$ cat src/rtl/adder_tree_csa_pkg.sv
// Shared elaboration-time helpers for the carry-save adder tree.
// StageCount(n) : number of 3:2 levels needed to bring n operands down to 3
// OpCount(n, l) : number of operands entering level l (level 0 = raw inputs)
// OutWidth(w, n): width of the final registered sum
package adder_tree_csa_pkg;

  // One 3:2 level: each full group of three becomes two, leftovers pass.
  function automatic int NextCount(input int n);
    return (n / 3) * 2 + (n % 3);
  endfunction

  // Levels until exactly three operands remain. Stops at or below 3 so an
  // unsupported n (< 4) cannot spin forever during elaboration.
  function automatic int StageCount(input int n);
    int cnt;
    int lvl;
    cnt = n;
    lvl = 0;
    while (cnt > 3) begin
      cnt = NextCount(cnt);
      lvl++;
    end
    return lvl;
  endfunction

  // Operand count at the input of level lvl. The extra 3->2 level after
  // StageCount() follows the same recurrence, so no special case is needed.
  function automatic int OpCount(input int n, input int lvl);
    int cnt;
    cnt = n;
    for (int i = 0; i < lvl; i++) begin
      cnt = NextCount(cnt);
    end
    return cnt;
  endfunction

  // w + (StageCount + 1 CSA levels) + 1 bit of final carry.
  function automatic int OutWidth(input int w, input int n);
    return w + StageCount(n) + 2;
  endfunction

endpackage

$ cat src/rtl/adder_tree_csa_16_in_if.sv
// Data bus for the adder tree.
// i_data : packed input words, word 0 in the most-significant slice
// o_data : registered unsigned sum
// master : side that drives operands and observes the sum
// slave  : the adder tree itself
interface adder_tree_csa_16_in_if #(
  parameter int I_DATA_W = 3,
  parameter int I_DATA_N = 32
);
  import adder_tree_csa_pkg::*;

  localparam int O_DATA_W = OutWidth(I_DATA_W, I_DATA_N);

  logic [0:I_DATA_N-1][I_DATA_W-1:0] i_data;
  logic [O_DATA_W-1:0]               o_data;

  modport master (output i_data, input o_data);
  modport slave  (input i_data, output o_data);
endinterface

$ cat src/rtl/csa_3_2.sv
// Row of W full adders used as a 3:2 compressor.
// a, b, c : W-bit operands
// s       : W+1-bit bitwise sum (top bit always 0)
// cy      : W+1-bit majority, already shifted left by one
module csa_3_2 #(
  parameter int W = 1
) (
  input  logic [W-1:0] a,
  input  logic [W-1:0] b,
  input  logic [W-1:0] c,
  output logic [W:0]   s,
  output logic [W:0]   cy
);
  assign s  = {1'b0, a ^ b ^ c};
  assign cy = {(a & b) | (a & c) | (b & c), 1'b0};
endmodule

$ cat src/rtl/adder_tree_csa_16_in.sv
// Pipelined carry-save adder tree: sums I_DATA_N unsigned I_DATA_W-bit words.
// Pipeline: input register, one register per 3:2 level, registered final adder.
// Latency is STAGES_N + 1 edges after the input register samples; one new
// vector accepted per clock.
// clk : rising-edge clock
// rst : synchronous active-high reset, clears every pipeline register
// bus : slave side of adder_tree_csa_16_in_if (i_data in, o_data out); its
//       parameters must match this module's parameters
module adder_tree_csa_16_in
  import adder_tree_csa_pkg::*;
#(
  parameter int I_DATA_W = 3,
  parameter int I_DATA_N = 32
) (
  input logic                  clk,
  input logic                  rst,
  adder_tree_csa_16_in_if.slave bus
);

  localparam int STAGES_N = StageCount(I_DATA_N) + 1;
  localparam int O_DATA_W = I_DATA_W + STAGES_N + 1;

  if (I_DATA_N < 4) begin : g_bad_n
    $error("adder_tree_csa_16_in: I_DATA_N must be at least 4");
  end

  // Input sampling register (level-0 operands).
  logic [I_DATA_W-1:0] in_reg [I_DATA_N];

  always_ff @(posedge clk) begin
    for (int k = 0; k < I_DATA_N; k++) begin
      if (rst) in_reg[k] <= '0;
      else     in_reg[k] <= bus.i_data[k];
    end
  end

  // Each level reads the previous level's registers (or in_reg), compresses
  // complete triples, zero-extends leftovers, and registers the result.
  for (genvar gi = 0; gi < STAGES_N; gi++) begin : g_lvl
    localparam int IN_N  = OpCount(I_DATA_N, gi);
    localparam int OUT_N = OpCount(I_DATA_N, gi + 1);
    localparam int IN_W  = I_DATA_W + gi;
    localparam int GRP_N = IN_N / 3;

    logic [IN_W-1:0] lvl_d    [IN_N];
    logic [IN_W:0]   lvl_next [OUT_N];
    logic [IN_W:0]   lvl_reg  [OUT_N];

    for (genvar ki = 0; ki < IN_N; ki++) begin : g_src
      if (gi == 0) begin : g_first
        assign lvl_d[ki] = in_reg[ki];
      end else begin : g_prev
        assign lvl_d[ki] = g_lvl[gi-1].lvl_reg[ki];
      end
    end

    for (genvar ki = 0; ki < GRP_N; ki++) begin : g_csa
      csa_3_2 #(.W(IN_W)) u_csa (
        .a  (lvl_d[3*ki]),
        .b  (lvl_d[3*ki+1]),
        .c  (lvl_d[3*ki+2]),
        .s  (lvl_next[2*ki]),
        .cy (lvl_next[2*ki+1])
      );
    end

    for (genvar ki = 0; ki < IN_N - 3*GRP_N; ki++) begin : g_pass
      assign lvl_next[2*GRP_N + ki] = {1'b0, lvl_d[3*GRP_N + ki]};
    end

    always_ff @(posedge clk) begin
      for (int k = 0; k < OUT_N; k++) begin
        if (rst) lvl_reg[k] <= '0;
        else     lvl_reg[k] <= lvl_next[k];
      end
    end
  end

  // Final carry-propagate add of the two surviving operands; one extra bit
  // of width is enough since the true sum never exceeds N*(2^W-1).
  logic [O_DATA_W-1:0] sum_reg;

  always_ff @(posedge clk) begin
    if (rst) begin
      sum_reg <= '0;
    end else begin
      sum_reg <= O_DATA_W'(g_lvl[STAGES_N-1].lvl_reg[0])
               + O_DATA_W'(g_lvl[STAGES_N-1].lvl_reg[1]);
    end
  end

  assign bus.o_data = sum_reg;

endmodule

$ cat src/flat_wrapper.sv
// flat-port wrapper written by rule: the top's interface ports become plain ports
module adder_tree_csa_16_in_flat import adder_tree_csa_pkg::*;
#(
  parameter int I_DATA_W = 3,
  parameter int I_DATA_N = 32
)
  (clk, rst, bus_i_data, bus_o_data);
  adder_tree_csa_16_in_if #(.I_DATA_W(I_DATA_W), .I_DATA_N(I_DATA_N)) bus_i ();
  input logic clk;
  input logic rst;
  input wire logic [$bits(bus_i.i_data)-1:0] bus_i_data;
  output wire logic [$bits(bus_i.o_data)-1:0] bus_o_data;
  assign bus_i.i_data = bus_i_data;
  assign bus_o_data = bus_i.o_data;
  adder_tree_csa_16_in #(.I_DATA_W(I_DATA_W), .I_DATA_N(I_DATA_N)) u_core (.clk(clk), .rst(rst), .bus(bus_i));
endmodule
$ cat config.mk
export PLATFORM = sky130hd
export DESIGN_NAME = adder_tree_csa_16_in_flat
export DESIGN_NICKNAME = d
export VERILOG_FILES = /design/src/rtl/adder_tree_csa_pkg.sv /design/src/rtl/adder_tree_csa_16_in_if.sv /design/src/rtl/csa_3_2.sv /design/src/rtl/adder_tree_csa_16_in.sv /design/src/flat_wrapper.sv
export SDC_FILE = /design/constraint.sdc
export NUM_CORES = 1
export LEC_CHECK = 0
export ABC_AREA = 1
export CAP_MARGIN = 20
export CELL_PAD_IN_SITES_DETAIL_PLACEMENT = 2
export CELL_PAD_IN_SITES_GLOBAL_PLACEMENT = 2
export CORE_MARGIN = 3
export CORE_UTILIZATION = 31
export DETAILED_ROUTE_END_ITERATION = 16
export PLACE_DENSITY = 0.81
export SETUP_SLACK_MARGIN = 0.15
export SYNTH_ARGS = -nofsm -noshare
export SYNTH_HDL_FRONTEND = slang
export SYNTH_SLANG_ARGS = --single-unit
$ cat constraint.sdc
create_clock -name clk -period 1.4 [get_ports clk]
set_clock_uncertainty 0.1 [all_clocks]
set_input_delay 0.14 -clock clk [delete_from_list [all_inputs] [get_ports clk]]
set_output_delay 0.14 -clock clk [all_outputs]
set_load 0.03 [all_outputs]
==> impl_metrics.yaml <==
sta:
  drv_slew: 0
  setup_viol: 1
  finalWorstSetupSlack_ps: -11.1
  fmaxAchievable_mhz: 709
  whs_ps: 26.7
  rsz0062_at_grt: "yes"
  finalWorstPathRequiredPeriod_ps: 1410
  fin_crit_sh_pct: 101
  hold_violations: 0
synthesis:
  ys_ff_latch: 375
  synth_xor_area_share_pct: 0
  seq_area_frac_synth_pct: 58.2
  synthSimpleGateAreaFrac_pct: 11.4
  synth_cell_types: 14
  synthAdderAreaFrac_pct: 16.3
  syn_avg_cell_area_um2: 9.82
  synth_top_family_by_area: "adder cells"
  ys.warnings.count: 0
  synthCells: 1313
  synth-compound-area-share_pct: 0.310
  synth_area_um2: 12900
  synth.mux.area_fraction_pct: 0
clocking:
  cts_buffer_depth: 3
  cts_tree: "done"
  clk-insertion-delay-late_ps: 560
  cts-buffers-inserted: 40
  numClockSinks: 375
  cts_root_buf: "clkbuf_16"
  htreeDepth: 2
  cts.reportedPaths.clkPinSlew_ps: 60
placed_design:
  dp_hpwl_um: 20100
  dpl-instance-area_um2: 14600
  port_buffers: 106
  dpl.cell_count: 1935
  place_ws_ps: -54.8
  gp_congestion: 0.716
floorplan:
  coreArea_um2: 40900
  start_util_pct: 31.5
  dieWidth_um: 210
  dieArea_um2: 44100
  die_h_um: 210
  pin_count: 110
  rows: 74
critical_path:
  critPathRequiredTime_ps: 1740
  cp_common_cell: "nand2_1"
  worst_path_max_delay_cell: "fa_2"
  critPathMaxFanout: 3
  cp_cell_sequence: "ha_4 -> inv_2 -> fa_2 -> o21ai_2 -> nand2_1 -> nand2_1 -> nor2_1"
  critPathArrivalTime_ps: 1760
  start_kind: "flop"
  path_delay_family: "adder cells"
  critPathBufInv: 1
  critPathKind: "flop to flop"
  cp-end-kind: "flop"
  critical-path-max-stage-delay_ps: 350
power:
  p_leak_nw: 7.66
  p_per_area_nw_per_um2: 1440
  ir_drop_mv: 0.860
finish:
  drive_above_1_share_pct: 9.59
  fin_area_um2: 16600
  area_growth_pct: 28.9
  instances_no_fill: 2054
  num_antenna_cells: 0
  final_nets: 1708
  largest_reg_flops: 270
  nFillCells: 4301
  final_util_pct: 40.6
global_routing:
  grt_pass1_wl_um: 50400
  grt_pass1_vias: 9874
  track_usage_pct: 14.5
  grt_max_degree: 61
  globalRoute.totalOverflow: 0
  antenna_found_initial: 0
drt:
  dr_total_vias: 8133
  wirelength_um: 31600
  routed_via_density: 3.96
  post_drt_wl_per_cell_um: 15.4
  post-route-drc-count: 0
  drt-pass1-iter-count: 4
  ant_nets: 0
  drt_iter0_drc: 240
status:
  violations: "setup timing"
  status: "finished, violations left"
run:
  maxCapViolations: 0
worst_hold_path:
  hold_class: "input pin to flop"
what timing repair did:
item                                   CTS  global route
gates resized for setup                 48            32
hold buffers                            45             0
endpoints found under the hold margin  127             0
setup buffers                            1             0
setup endpoints to repair               17            26
gates cloned                             0             1
pin swaps                                7            14
worst paths after layout:
| kind | start | endpoint | slack (ps) | depth (start not counted) |
|---|---|---|---|---|
| setup reg to reg | u_core.g_lvl[7].lvl_reg[1][2]$_SDFF_PP0_ | u_core.bus.o_data[6]$_SDFF_PP0_ | -10 | 7 |
| hold / removal | bus_i_data[71] | u_core.in_reg[0][26]$_SDFF_PP0_ | 30 | 3 |
| hold reg to reg | u_core.g_lvl[4].lvl_reg[4][2]$_SDFF_PP0_ | u_core.g_lvl[5].lvl_reg[3][2]$_SDFF_PP0_ | 290 | 2 |
| setup / recovery | u_core.g_lvl[7].lvl_reg[1][2]$_SDFF_PP0_ | u_core.bus.o_data[6]$_SDFF_PP0_ | -10 | 7 |
metal layers:
layer	vias up	share of wire [%]	track usage [%]
li1	3957	-	-
met1	3999	35	13.6
met2	125	59	30.3
met3	52	3.0	2.69
met4	0	2.9	5.20
met5	-	0	0
through the flow:
stage / total power [mW] / TNS, ps
after floorplan: 12.5 / 0
after global placement: 13.0 / -7.69
after detailed placement: 13.2 / -96.1
after CTS: 24.2 / -136
after global routing: 25.0 / -202
final: 23.9 / -11.1
synth_stat cells:
master | n | area [µm²]
nand2_1 | 10 | 37.5
ha_1 | 35 | 438
and2_1 | 1 | 6.26
buf_6 | 22 | 248
a21oi_1 | 5 | 25.0
conb_1 | 1 | 3.75
nand3_1 | 2 | 10.0
buf_2 | 19 | 95.1
o21ai_0 | 3 | 15.0
inv_1 | 377 | 1420
nor2_1 | 377 | 1420
buf_4 | 3 | 22.5
dfxtp_1 | 375 | 7510
fa_1 | 83 | 1660
cells in the final DEF, fill, tap and decap left out, types with 5 or more instances in the layout:
cell and instances:
nor2_2 6, dlygate4sd3_1 43, ha_1 32, dfxtp_2 18, clkinv_2 5, inv_2 5
buf_4 17, inv_1 372, nor2_1 370, dfxtp_1 357, clkdlybuf4s50_1 96, buf_6 5
nand2_1 6, clkbuf_8 10, fa_1 82, clkbuf_1 10, clkbuf_16 43, buf_12 14
power by group:
part	leakage, nW	switching [mW]	total [mW]	internal, mW
logic	3.92	0.877	1.70	0.820
registers	3.08	0.287	11.5	11.2
clock network	0.661	4.34	10.7	6.41
logic make-up after synthesis:
family / after synthesis
flops: 375
other cells: 1
compound gates: 8
simple gates: 390
buf+inv: 421
fa+ha+maj: 118
final cells by class:
cell class	count	area, µm²	share of cell area (%)
sequential	375	7530	45.3
timing repair buffer	179	1940	11.6
multi-input combinational	519	3740	22.5
tap	532	666	4.00
clock inverter	10	118	0.707
inverter	377	1420	8.51
clock buffer	62	1230	7.37
worst min-delay path: cells and delay by family:
kind | cells | cell delay [ps]
buffers and inverters | 2 | 460
and+or+nand+nor | 1 | 40
No activity file was read; power rests on OpenSTA's default activity.
